--- config.mk ---
export PLATFORM = sky130hd
export DESIGN_NAME = ahb_regbank_flat
export DESIGN_NICKNAME = d
export VERILOG_FILES = /design/src/rtl/ahb_regbank_if.sv /design/src/rtl/ahb_regbank.sv /design/src/flat_wrapper.sv
export SDC_FILE = /design/constraint.sdc
export NUM_CORES = 1
export LEC_CHECK = 0
export ABC_AREA = 1
export CORE_MARGIN = 8
export CORE_UTILIZATION = 55
export DETAILED_ROUTE_END_ITERATION = 6
export DONT_BUFFER_PORTS = 1
export HOLD_SLACK_MARGIN = 0.12
export PLACE_DENSITY = 0.69
export RECOVER_POWER = 50
export SLEW_MARGIN = 10
export SYNTH_ARGS = -nofsm -noshare
export SYNTH_HDL_FRONTEND = slang
export SYNTH_SLANG_ARGS = --single-unit
--- constraint.sdc ---
create_clock -name clk -period 3.55 [get_ports clk]
set_clock_uncertainty 0.2 [all_clocks]
set_input_delay 0.5325 -clock clk [delete_from_list [all_inputs] [get_ports clk]]
set_output_delay 0.5325 -clock clk [all_outputs]
set_load 0.1 [all_outputs]
--- src/rtl/ahb_regbank_if.sv ---
// ---------------------------------------------------------------------------
// ahb_regbank_if -- simplified AHB-style slave bus for the register bank.
//
// Signals:
//   hsel    master -> slave  transfer select, sampled in IDLE
//   hwrite  master -> slave  1 = write, 0 = read (sampled with hsel)
//   haddr   master -> slave  byte address (low 16 bits decoded)
//   hwdata  master -> slave  write data, sampled in the DATA cycle
//   hrdata  slave -> master  read data, valid in the DATA cycle, else 0
//   hready  slave -> master  high exactly in the DATA cycle
// ---------------------------------------------------------------------------
interface ahb_regbank_if;
   logic        hsel;
   logic        hwrite;
   logic [31:0] haddr;
   logic [31:0] hwdata;
   logic [31:0] hrdata;
   logic        hready;

   modport master (output hsel, hwrite, haddr, hwdata, input hrdata, hready);
   modport slave  (input hsel, hwrite, haddr, hwdata, output hrdata, hready);
endinterface

--- src/rtl/ahb_regbank.sv ---
// ---------------------------------------------------------------------------
// ahb_regbank -- bus-accessible register bank with change-detect interrupt.
//
// Address map (haddr[15:0], word aligned):
//   0x000 + 4*i  RW[i]   read/write, i < NRW
//   0x100 + 4*i  RO[i]   read-only view of ro_data channel i, i < NRO
//   0x200        PEND    change-pending bits, write-1-to-clear
//   0x204        MASK    interrupt enable per channel
//
// Ports:
//   clk      clock, rising edge
//   rst      synchronous active-high reset
//   bus      ahb_regbank_if.slave (hsel/hwrite/haddr/hwdata/hrdata/hready)
//   data     NRW*DW  RW register contents, register i at [i*DW +: DW]
//   ro_data  NRO*DW  read-only channel inputs, channel i at [i*DW +: DW]
//   irq      OR of PEND & MASK
//
// Every transfer takes two cycles: IDLE (address/direction captured when
// hsel is high) then DATA (hready=1, read data driven, write committed at
// the closing edge). hsel is ignored during DATA.
// ---------------------------------------------------------------------------
module ahb_regbank #(
   parameter int DW  = 16,
   parameter int NRW = 8,
   parameter int NRO = 8
) (
   input  logic              clk,
   input  logic              rst,
   ahb_regbank_if.slave      bus,
   output logic [NRW*DW-1:0] data,
   input  logic [NRO*DW-1:0] ro_data,
   output logic              irq
);

   typedef enum logic {IDLE, DATA} state_t;

   state_t             state;
   logic [15:0]        addr_q;
   logic               write_q;
   logic               hready_q;

   logic [DW-1:0]      rw_q [NRW];
   logic [NRO-1:0]     pend_q;
   logic [NRO-1:0]     mask_q;
   logic [NRO*DW-1:0]  ro_prev;

   logic [NRW-1:0]     rw_sel;
   logic [NRO-1:0]     ro_sel;
   logic               pend_hit;
   logic               mask_hit;
   logic [31:0]        rd_mux;
   logic               do_write;
   logic [NRO-1:0]     pend_set;
   logic [NRO-1:0]     pend_clr;

   // Upper address bits and the data bits beyond DW/NRO are not decoded;
   // this sink makes that explicit.
   logic unused_bus_bits;
   assign unused_bus_bits = &{1'b0, bus.haddr[31:16], bus.hwdata};

   // ------------------------------------------------------------------------
   // Transfer FSM: captures address/direction on entry to DATA.
   // ------------------------------------------------------------------------
   // NOTE: sequential state is assigned with <= so every flop samples the
   // pre-edge value of its inputs, independent of statement order.
   always_ff @(posedge clk) begin
      if (rst) begin
         state    <= IDLE;
         hready_q <= 1'b0;
         addr_q   <= '0;
         write_q  <= 1'b0;
      end else begin
         case (state)
            IDLE: begin
               if (bus.hsel) begin
                  state    <= DATA;
                  hready_q <= 1'b1;
                  addr_q   <= bus.haddr[15:0];
                  write_q  <= bus.hwrite;
               end
            end
            DATA: begin
               state    <= IDLE;
               hready_q <= 1'b0;
            end
            default: begin
               state    <= IDLE;
               hready_q <= 1'b0;
            end
         endcase
      end
   end

   // ------------------------------------------------------------------------
   // Address decode of the captured address (exact match, so misaligned
   // and out-of-range addresses fall through as unmapped).
   // ------------------------------------------------------------------------
   // NOTE: every always_comb output gets a default first so no path leaves
   // it unassigned, which would otherwise infer a latch.
   always_comb begin
      rw_sel = '0;
      ro_sel = '0;
      for (int i = 0; i < NRW; i++) rw_sel[i] = (addr_q == 16'(4 * i));
      for (int i = 0; i < NRO; i++) ro_sel[i] = (addr_q == 16'(256 + 4 * i));
   end

   assign pend_hit = (addr_q == 16'h0200);
   assign mask_hit = (addr_q == 16'h0204);

   // Read mux; RO channels are read live from ro_data during DATA.
   always_comb begin
      rd_mux = '0;
      for (int i = 0; i < NRW; i++)
         if (rw_sel[i]) rd_mux = 32'(rw_q[i]);
      for (int i = 0; i < NRO; i++)
         if (ro_sel[i]) rd_mux = 32'(ro_data[i*DW +: DW]);
      if (pend_hit) rd_mux = 32'(pend_q);
      if (mask_hit) rd_mux = 32'(mask_q);
   end

   assign bus.hready = hready_q;
   assign bus.hrdata = (state == DATA && !write_q) ? rd_mux : '0;

   // ------------------------------------------------------------------------
   // Register file, change detect and interrupt.
   // ------------------------------------------------------------------------
   assign do_write = (state == DATA) && write_q;
   assign pend_clr = (do_write && pend_hit) ? bus.hwdata[NRO-1:0] : '0;

   always_comb begin
      pend_set = '0;
      for (int i = 0; i < NRO; i++)
         pend_set[i] = (ro_data[i*DW +: DW] != ro_prev[i*DW +: DW]);
   end

   // NOTE: the RW array is reset because software relies on reading zeros
   // after reset; ro_prev is deliberately outside the reset branch so it
   // tracks ro_data during reset and no change is flagged on release.
   always_ff @(posedge clk) begin
      ro_prev <= ro_data;
      if (rst) begin
         for (int i = 0; i < NRW; i++) rw_q[i] <= '0;
         pend_q <= '0;
         mask_q <= '0;
      end else begin
         // A new change and a W1C of the same bit collide: set wins.
         pend_q <= (pend_q & ~pend_clr) | pend_set;
         if (do_write) begin
            for (int i = 0; i < NRW; i++)
               if (rw_sel[i]) rw_q[i] <= bus.hwdata[DW-1:0];
            if (mask_hit) mask_q <= bus.hwdata[NRO-1:0];
         end
      end
   end

   always_comb begin
      data = '0;
      for (int i = 0; i < NRW; i++) data[i*DW +: DW] = rw_q[i];
   end

   assign irq = |(pend_q & mask_q);

endmodule

--- src/flat_wrapper.sv ---
// flat-port wrapper written by rule: the top's interface ports become plain ports
module ahb_regbank_flat 
#(
   parameter int DW  = 16,
   parameter int NRW = 8,
   parameter int NRO = 8
)
  (clk, rst, data, ro_data, irq, bus_hsel, bus_hwrite, bus_haddr, bus_hwdata, bus_hrdata, bus_hready);
  ahb_regbank_if bus_i ();
  input  logic clk;
  input  logic rst;
  output logic [NRW*DW-1:0] data;
  input  logic [NRO*DW-1:0] ro_data;
  output logic irq;
  input wire logic [$bits(bus_i.hsel)-1:0] bus_hsel;
  input wire logic [$bits(bus_i.hwrite)-1:0] bus_hwrite;
  input wire logic [$bits(bus_i.haddr)-1:0] bus_haddr;
  input wire logic [$bits(bus_i.hwdata)-1:0] bus_hwdata;
  output wire logic [$bits(bus_i.hrdata)-1:0] bus_hrdata;
  output wire logic [$bits(bus_i.hready)-1:0] bus_hready;
  assign bus_i.hsel = bus_hsel;
  assign bus_i.hwrite = bus_hwrite;
  assign bus_i.haddr = bus_haddr;
  assign bus_i.hwdata = bus_hwdata;
  assign bus_hrdata = bus_i.hrdata;
  assign bus_hready = bus_i.hready;
  ahb_regbank #(.DW(DW), .NRW(NRW), .NRO(NRO)) u_core (.clk(clk), .rst(rst), .bus(bus_i), .data(data), .ro_data(ro_data), .irq(irq));
endmodule
==> impl_metrics.csv, run 1 <==
group,metric,value,unit
pwr,peakVddDrop,0.000521,V
outcome,status,"finished, violations left",
sta,slew_violations,0,
finish,area_growth,41.0,%
routing,drtIter0Drc,1215,
finish,final_nets,2019,
run,cap_violations,0,
worst_setup_path,crit_path_end_kind,"output port",
global_route,grt-ovfl-total,0,
finish,drive_above_1_share,0.254,
floorplan,die_w,168,microns
synth,synth_cell_type_count,44,
synth,ys_seq_area_frac,0.556,
sta,worst_slew_margin_rel,0.0785,
worst_setup_path,cp.required,2.82,ns
synth,postSynthAreaPerCell,8.82,sq um
floorplan,initial_core_util,0.563,
cts,cts_max_level,1,
cts,clock_latency,0.56,ns
cts,clkTransAtPathRegs,0.06,ns
floorplan,ioPinCount,358,
worst_hold_path,hold_class,"primary input to register",
global_route,grt_usage,0.338,
synth,async_reset_ff_frac,0,
routing,post-route-drc-count,1,
worst_setup_path,arrival,3.24,ns
pwr,power.density,468,mW/mm^2
floorplan,rows,55,
cts,cts_buffers,31,
finish,instances_no_fill,2133,
routing,drtPass1Iterations,7,
outcome,violations,"design-rule violations, negative setup slack",
synth,ys_ff_latch,291,
floorplan,die_height,168,microns
cts,clockBufferDepth,3,
placement,io_buffers,0,
global_route,grt_max_degree,33,
routing,drt-vias-per-instance,5.72,
synth,synthFlopType,"dfxtp_1",
worst_setup_path,cp_max_fo,4,
routing,wl,50.1,mm
cts,root_buffer,"clkbuf_16",
sta,setup_viol,16,
synth,synth.cell_area,0.0128,sq mm
placement,dp_cells,1890,
routing,wl_per_cell,23.5,microns
floorplan,core-area,0.0227,sq mm
routing,vias,12200,
worst_setup_path,crit_type,"register to output port",
global_route,antenna_found_initial,1,
finish,final_util,0.794,
cts,cts_sinks,291,
synth,syn_inst,1449,
worst_setup_path,critical_path.startpoint_type,"register",
sta,timing.fmax,252,MHz
sta,hold_violations,0,
placement,gp_congestion,0.891,
placement,dp_hpwl,32.5,mm
sta,fin_crit_sh,1.12,
floorplan,die_area,0.0284,sq mm
global_route,grt_pass1_wl,74.1,mm
sta,worstMarginPinSlew,1.38,ns
routing,antenna_left,0,
pwr,leakagePower,7.85,nW
cts,cts_tree,"done",
sta,layout_setup_ws,-0.424,ns
sta,rsz0062_at_grt,"true",
synth,synth-edff-count,128,
synth,synth_warnings,0,
sta,min_period,3.97,ns
global_route,grt_pass1_vias,12600,
==> area by class of cell <==
type / count / area [sq um]
Antenna cell: 1 / 2.50
Timing Repair Buffer: 384 / 3570
Fill cell: 1364 / 4690
Clock buffer: 41 / 883
Tap cell: 285 / 357
Sequential cell: 291 / 7130
Clock inverter: 16 / 138
Multi-Input combinational cell: 968 / 5360
Inverter: 147 / 578
==> path summary, 6_finish.rpt <==
| kind | from | cells past startpoint | slack, ns | end |
|---|---|---|---|---|
| min | ro_data[90] | 3 | 0.14 | u_core.pend_q[5] |
| min reg2reg | u_core.mask_q[0] | 2 | 0.27 | u_core.mask_q[0] |
| max | u_core.addr_q[6] | 19 | -0.42 | bus_hrdata[10] |
| max reg2reg | u_core.addr_q[15] | 12 | 0.13 | u_core.pend_q[6] |
==> flip-flops by register name, summed over array words and instances (netlist names) <==
signal / flops
u_core.ro_prev: 128
u_core.rw_q: 128
u_core.addr_q: 16
u_core.mask_q: 8
u_core.pend_q: 8
u_core.bus.hready: 1
u_core.state: 1
u_core.write_q: 1
==> worst max-delay path, stage by stage (launching register included) <==
cell	delay [ns]
dfxtp_2	0.34
nor2_4	0.16
nand2_4	0.09
buf_6	0.12
nor2_4	0.17
buf_4	0.15
nand2_2	0.11
buf_4	0.17
nand3_1	0.08
o211ai_1	0.10
nand4_1	0.10
o211ai_1	0.10
nand2_1	0.09
nor2_2	0.05
o21bai_1	0.17
nand2_1	0.12
nand3_2	0.11
nand2_2	0.09
a21oi_4	0.16
buf_12	0.19
==> layer usage <==
metal	track usage	share of wire	routed length, microns
met5	0	0	0
met4	0.160	0.052	2610
met3	0.114	0.11	5630
met2	0.592	0.49	24600
met1	0.364	0.34	17300
==> stage by stage <==
step / cell area, sq um / power [W] / setup TNS, ns / hold slack [ns] / setup WS (ns)
global route: 18000 / 0.00863 / -7.79 / 0.156 / -0.589
global placement: 14600 / 0.00493 / 0 / 0.246 / 0.00222
CTS: 17700 / 0.00835 / -4.61 / 0.126 / -0.394
detailed placement: 14600 / 0.00495 / -0.0269 / 0.257 / -0.0269
floorplan: 12900 / 0.00469 / 0 / 0.234 / 0.0479
finish: 18000 / 0.00843 / -5.80 / 0.135 / -0.424
==> power breakdown <==
group	internal, W	switching [W]	total, W
logic	0.000426	0.000974	0.00140
clock network	0.00189	0.00138	0.00326
registers	0.00366	0.000108	0.00377
total	0.00597	0.00246	0.00843
==> synthesized netlist by cell type, types with 2 or more instances <==
library cell / n / share of area
nand2_1: 328 / 0.096
nor2_1: 184 / 0.054
dfxtp_1: 163 / 0.26
inv_1: 137 / 0.040
edfxtp_1: 128 / 0.30
o21ai_0: 93 / 0.036
xnor2_1: 89 / 0.061
nand3_1: 54 / 0.021
a21oi_1: 48 / 0.019
nand4_1: 33 / 0.016
or2_2: 26 / 0.013
buf_4: 24 / 0.014
clkbuf_1: 23 / 0.0068
xor2_1: 13 / 0.0089
buf_6: 8 / 0.0070
nor3_1: 8 / 0.0031
nor4_1: 7 / 0.0034
o21ai_1: 7 / 0.0027
nand2_2: 6 / 0.0029
nand3b_1: 6 / 0.0035
o2111ai_1: 6 / 0.0041
a31oi_1: 5 / 0.0024
buf_2: 5 / 0.0020
clkinv_1: 5 / 0.0015
inv_2: 5 / 0.0015
nor2_2: 5 / 0.0024
o22ai_1: 5 / 0.0024
nor2_4: 4 / 0.0035
o211ai_1: 4 / 0.0023
o21bai_1: 3 / 0.0018
a221oi_1: 2 / 0.0014
nand2_4: 2 / 0.0018
or2_0: 2 / 0.00098
==> cell families (layout without fill, tap and decap cells) <==
logic type / Yosys count / after routing / share of synthesized area
simple gates: 670 / 672 / 0.225
buf+inv: 207 / 588 / 0.0730
flops: 291 / 291 / 0.556
other cells: 1 / 17 / 0.000293
compound gates: 178 / 178 / 0.0758
xor+xnor: 102 / 102 / 0.0699
==> placed cells by master (no fill, tap or decap), drive strengths merged, types with 13 or more instances in the layout <==
master / netlist / routed
clkbuf: 23 / 43
dfxtp: 163 / 163
nor2: 193 / 193
dlygate4sd3: 0 / 156
a21oi: 49 / 49
buf: 37 / 226
conb: 1 / 16
inv: 142 / 141
nand2: 336 / 337
nand4: 33 / 33
xor2: 13 / 13
or2: 29 / 29
edfxtp: 128 / 128
o21ai: 100 / 100
clkinv: 5 / 15
nand3: 55 / 55
xnor2: 89 / 89
==> repair_timing <==
action	in CTS	in global routing
endpoints found under the setup margin	16	16
pin swaps	56	71
setup buffers	17	10
gates resized for setup	121	62
hold endpoints to repair	179	0
gates cloned	2	0
hold buffers	156	0
No activity file was read; power rests on OpenSTA's default activity.
==> run 2, diff against run 1 <==
--- a/config.mk
+++ b/config.mk
@@ -6,13 +6,16 @@
 export NUM_CORES = 1
 export LEC_CHECK = 0
 export ABC_AREA = 1
+export ABC_CLOCK_PERIOD_IN_PS = 3550
 export CORE_MARGIN = 8
 export CORE_UTILIZATION = 55
 export DETAILED_ROUTE_END_ITERATION = 6
 export DONT_BUFFER_PORTS = 1
+export GPL_ROUTABILITY_DRIVEN = 0
 export HOLD_SLACK_MARGIN = 0.12
 export PLACE_DENSITY = 0.69
 export RECOVER_POWER = 50
+export SKIP_CTS_REPAIR_TIMING = 1
 export SLEW_MARGIN = 10
 export SYNTH_ARGS = -nofsm -noshare
 export SYNTH_HDL_FRONTEND = slang
==> impl_metrics.csv, run 2 (same netlist as run 1, synthesis figures left out) <==
group,metric,value,unit
global_route,antenna_found_initial,0,
finish,final_util,0.789,
pwr,power.density,470,mW/mm^2
floorplan,rows,55,
pwr,seqPwrFrac,0.447,
sta,rsz0062_at_grt,"true",
worst_setup_path,arrival,3.37,ns
worst_setup_path,r2r_start,"u_core.addr_q[15]",
worst_setup_path,critical_path.startpoint_type,"register",
routing,antenna_left,0,
floorplan,ioPinCount,358,
finish,instances_no_fill,2122,
floorplan,core-area,0.0227,sq mm
sta,layout_setup_ws,-0.550,ns
placement,placed_area,0.0146,sq mm
cts,cts_buffers,31,
pwr,switchingPower,0.00246,W
pwr,switching_share,0.292,
finish,top_regs,"u_core.ro_prev x128, u_core.rw_q x128, u_core.addr_q x16",
pwr,power_frac_comb,0.164,
cts,clock_latency,0.56,ns
global_route,grt_pass1_vias,10600,
placement,dp_cells,1890,
worst_setup_path,cp_max_fo,6,
sta,min_period,4.10,ns
routing,drtIter0Drc,1327,
sta,slew_violations,0,
pwr,power.internal,0.00596,W
pwr,leakagePower,7.80,nW
worst_setup_path,startpoint,"u_core.addr_q[1]",
sta,worstMarginPinSlew,1.37,ns
sta,setup_viol,16,
worst_setup_path,cp.required,2.82,ns
cts,cts_tree,"done",
global_route,grt-ovfl-total,0,
outcome,violations,"negative setup slack",
worst_setup_path,crit_path_end_kind,"output port",
sta,hold_violations,0,
global_route,grt_pass1_wl,61.5,mm
global_route,grt_usage,0.281,
floorplan,die_area,0.0284,sq mm
routing,wl_per_cell,23.6,microns
finish,final_nets,2009,
routing,post-route-drc-count,0,
finish,final_cell_area,0.0179,sq mm
finish,layout_commonest_cell,"nand2_1",
sta,fin_crit_sh,1.15,
finish,layout_common_cells,"nand2_1 (286), buf_4 (182), nor2_1 (174), dlygate4sd3_1 (156), dfxtp_1 (147)",
floorplan,die_height,168,microns
worst_setup_path,timing.rr.end,"u_core.pend_q[6]",
routing,vias,12100,
worst_hold_path,hold_class,"primary input to register",
cts,clkTransAtPathRegs,0.06,ns
finish,area_growth,40.2,%
worst_setup_path,crit_type,"register to output port",
pwr,peakVddDrop,0.000478,V
routing,drt-vias-per-instance,5.69,
global_route,grt_max_degree,33,
finish,num_antenna_cells,0,
cts,cts_max_level,1,
outcome,status,"finished, violations left",
worst_setup_path,r2r_slack,0.35,ns
floorplan,initial_core_util,0.563,
sta,worst_slew_margin_rel,0.0846,
routing,drtPass1Iterations,6,
placement,dp_hpwl,32.5,mm
pwr,clockPowerShare,0.389,
cts,clockBufferDepth,3,
run,cap_violations,0,
worst_setup_path,reg2reg_depth,11,
placement,io_buffers,0,
cts,root_buffer,"clkbuf_16",
floorplan,die_w,168,microns
finish,drive_above_1_share,0.244,
sta,timing.fmax,244,MHz
worst_setup_path,worstSetupEndpoint,"bus_hrdata[13]",
routing,wl,50.1,mm
cts,cts_sinks,291,
## run 2: changes by cell type in the layout (fill, tap and decap cells not counted), moves of 3 or more
cell / delta
nand2_2: -6
nand2_1: +5
o21ai_1: +4
o21ai_2: -4
buf_4: -11
nand3_1: +4
nand3_2: -3
## run 2: worst max-delay path, stage by stage, from the launching register on
cell	delay, ns
dfxtp_2	0.34
nor2_4	0.16
buf_6	0.12
nand3_4	0.08
nor2_4	0.23
nand2_4	0.13
buf_4	0.16
buf_6	0.11
o21ai_1	0.18
nand2_1	0.08
o21ai_1	0.09
nand2_1	0.07
nand2_1	0.08
nand2_1	0.07
nand2_1	0.07
nand2_1	0.06
nand2_2	0.07
nand3b_1	0.10
nand2_1	0.10
nand3_2	0.12
nand2_4	0.12
a21oi_4	0.07
buf_12	0.18
## run 2: layout make-up
type                    count  area, sq um
clock buffers              41          883
clock inverters            16          138
fillers                  1381         4790
inverters                 147          581
multi-input cells         967         5300
flip-flops and latches    291         7130
well taps                 285          357
repair buffers            374         3520
repair inverters            1         8.76
## run 2: worst min path at each step
stage,start,endpoint,cells past startpoint
after floorplan,u_core.mask_q[5],u_core.mask_q[5],2
after global placement,u_core.mask_q[4],u_core.mask_q[4],2
after detailed placement,u_core.mask_q[0],u_core.mask_q[0],2
after CTS,ro_data[6],u_core.ro_prev[6],0
after global routing,ro_data[15],u_core.pend_q[0],4
final,ro_data[15],u_core.pend_q[0],4
## run 2: metrics by stage
step	TNS (ns)	power, W	setup WS [ns]	hold slack (ns)
after detailed placement	-0.0269	0.00495	-0.0269	0.257
after global placement	0	0.00493	0.00222	0.246
final	-6.52	0.00843	-0.550	0.102
after global routing	-7.82	0.00862	-0.704	0.122
after CTS	-8.60	0.00813	-0.653	-0.218
after floorplan	0	0.00469	0.0479	0.234
## run 2: layer usage
metal | vias up | global-route usage | wire length (microns) | part of all wire
met3 | 196 | 0.102 | 5810 | 0.12
met2 | 771 | 0.481 | 24200 | 0.48
met4 | 0 | 0.123 | 2820 | 0.056
met1 | 5709 | 0.310 | 17200 | 0.34
met5 | - | 0 | 0 | 0
li1 | 5400 | - | - | -
## run 2: power by group through the flow
stage	logic, W	clock network (W)	registers [W]
2_1_floorplan	0.000420	0	0.00427
3_3_place_gp	0.00111	0	0.00381
3_5_place_dp	0.00112	0	0.00382
4_1_cts	0.00113	0.00325	0.00375
5_1_grt	0.00143	0.00340	0.00378
6_report	0.00138	0.00328	0.00377
==> run 3, diff against run 2 <==
--- a/config.mk
+++ b/config.mk
@@ -11,11 +11,11 @@
 export CORE_UTILIZATION = 55
 export DETAILED_ROUTE_END_ITERATION = 6
 export DONT_BUFFER_PORTS = 1
-export GPL_ROUTABILITY_DRIVEN = 0
 export HOLD_SLACK_MARGIN = 0.12
 export PLACE_DENSITY = 0.69
 export RECOVER_POWER = 50
 export SKIP_CTS_REPAIR_TIMING = 1
+export SKIP_LAST_GASP = 1
 export SLEW_MARGIN = 10
 export SYNTH_ARGS = -nofsm -noshare
 export SYNTH_HDL_FRONTEND = slang
==> impl_metrics.csv, run 3 (same netlist as run 1, synthesis figures left out) <==
group,metric,value,unit
outcome,status,"finished, violations left",
outcome,violations,"negative setup slack",
worst_setup_path,crit_type,"register to output port",
sta,slew_violations,0,
floorplan,die_w,168,microns
routing,wl,49.8,mm
pwr,peakVddDrop,0.000482,V
worst_setup_path,worstPathCellList,"nor2_4 > buf_6 > nand3_4 > nor2_4 > nand2_4 > buf_12 > clkinv_8 > a21oi_1 > nand3_1 > nor2_1 > o21bai_1 > o21ai_1 > nand2_1 > nand2_1 > nand2_1 > nand2_1 > nand3_1 > nand2_1 > nand3_1 > nand2_1 > inv_1 > buf_12",
routing,drtIter0Drc,1339,
sta,worstMarginPinSlew,1.37,ns
cts,cts_buffers,31,
worst_setup_path,crit_family,"simple AND/OR/NAND/NOR gates",
worst_setup_path,critical_path.slowest_cell,"dfxtp_2",
cts,clock_latency,0.56,ns
sta,worst_slew_margin_rel,0.0837,
floorplan,rows,55,
global_route,grt-ovfl-total,0,
sta,fin_crit_sh,1.15,
sta,min_period,4.08,ns
floorplan,core-area,0.0227,sq mm
worst_setup_path,cp.required,2.82,ns
worst_setup_path,critical_path.startpoint_type,"register",
finish,layout_common_cells,"nand2_1 (294), buf_4 (184), nor2_1 (174), dlygate4sd3_1 (156), dfxtp_1 (147)",
sta,hold_violations,0,
finish,fill_cells,1402,
global_route,antenna_found_initial,0,
placement,placed_area,0.0146,sq mm
cts,cts_sinks,291,
placement,gp_congestion,0.891,
finish,ff_latch_area,0.00713,sq mm
placement,dp_hpwl,32.5,mm
worst_setup_path,cp_max_fo,6,
floorplan,initial_core_util,0.563,
worst_setup_path,crit_buf_inv,5,
finish,num_antenna_cells,0,
cts,root_buffer,"clkbuf_16",
worst_hold_path,hold_class,"primary input to register",
worst_setup_path,arrival,3.35,ns
routing,drt-vias-per-instance,5.71,
placement,io_buffers,0,
finish,area_growth,39.6,%
cts,clockBufferDepth,3,
floorplan,die_height,168,microns
finish,final_cell_area,0.0178,sq mm
floorplan,ioPinCount,358,
cts,cts_tree,"done",
worst_setup_path,critPathMaxStageDelay,0.34,ns
finish,final_nets,2009,
pwr,p_total,0.00841,W
routing,wl_per_cell,23.5,microns
floorplan,die_area,0.0284,sq mm
cts,clkTransAtPathRegs,0.06,ns
finish,layout_commonest_cell,"nand2_1",
finish,top_regs,"u_core.ro_prev x128, u_core.rw_q x128, u_core.addr_q x16",
sta,rsz0062_at_grt,"true",
routing,drtPass1Iterations,7,
global_route,grt_max_degree,33,
global_route,grt_pass1_wl,61.5,mm
routing,antenna_left,0,
routing,post-route-drc-count,0,
pwr,power.density,471,mW/mm^2
worst_setup_path,cpMostUsedCell,"nand2_1",
finish,multi_input_comb_area,0.00523,sq mm
global_route,grt_usage,0.281,
routing,vias,12100,
cts,cts_max_level,1,
worst_setup_path,crit_path_end_kind,"output port",
finish,drive_above_1_share,0.234,
run,cap_violations,0,
pwr,leakagePower,7.76,nW
sta,setup_viol,16,
global_route,grt_pass1_vias,10600,
sta,timing.fmax,245,MHz
sta,layout_setup_ws,-0.530,ns
[run 3: path summary, 6_finish.rpt]
path,startpoint,end,slack (ns),cells past startpoint
min,bus_hwdata[5],u_core.rw_q[1][37],0.11,2
max reg2reg,u_core.addr_q[15],u_core.pend_q[6],0.31,11
max,u_core.addr_q[1],bus_hrdata[7],-0.53,22
min reg2reg,u_core.mask_q[0],u_core.mask_q[0],0.27,2
[run 3: where the power goes]
group          switching [W]  internal, W
clock                0.00138      0.00189
sequential          0.000109      0.00366
combinational       0.000957     0.000414
[run 3: per-layer routing]
| layer | share of wire | GRT usage |
|---|---|---|
| met1 | 0.34 | 0.310 |
| met2 | 0.48 | 0.481 |
| met3 | 0.12 | 0.102 |
| met4 | 0.054 | 0.123 |
| met5 | 0 | 0 |
[run 3: final cells by class]
cell class | instances | area share
clock buffer | 41 | 0.0495
clock inverter | 16 | 0.00771
inverter | 147 | 0.0323
multi-input combinational | 967 | 0.293
sequential | 291 | 0.400
tap | 285 | 0.0200
timing repair buffer | 374 | 0.197
timing repair inverter | 1 | 0.000351
[run 3: worst reg2reg max path, cell delays in order (launching register included)]
cell	delay, ns
dfxtp_2	0.33
nor2_2	0.14
nand2_2	0.09
buf_4	0.14
nor4_1	0.47
buf_4	0.23
nand2_1	0.20
inv_1	0.23
nand2_1	0.23
o21ai_0	0.22
a21oi_1	0.08
dlygate4sd3_1	0.58
[run 3: stage by stage]
step / setup TNS, ns / instances / utilization / hold WS (ns) / setup WS [ns]
5_1_grt: -8.18 / 2122 / 0.786 / 0.126 / -0.671
6_report: -6.80 / 2122 / 0.786 / 0.112 / -0.530
3_5_place_dp: -0.0269 / 1890 / 0.643 / 0.257 / -0.0269
2_1_floorplan: 0 / 1464 / - / 0.234 / 0.0479
4_1_cts: -8.60 / 1947 / 0.688 / -0.218 / -0.653
3_3_place_gp: 0 / 1890 / 0.643 / 0.246 / 0.00222
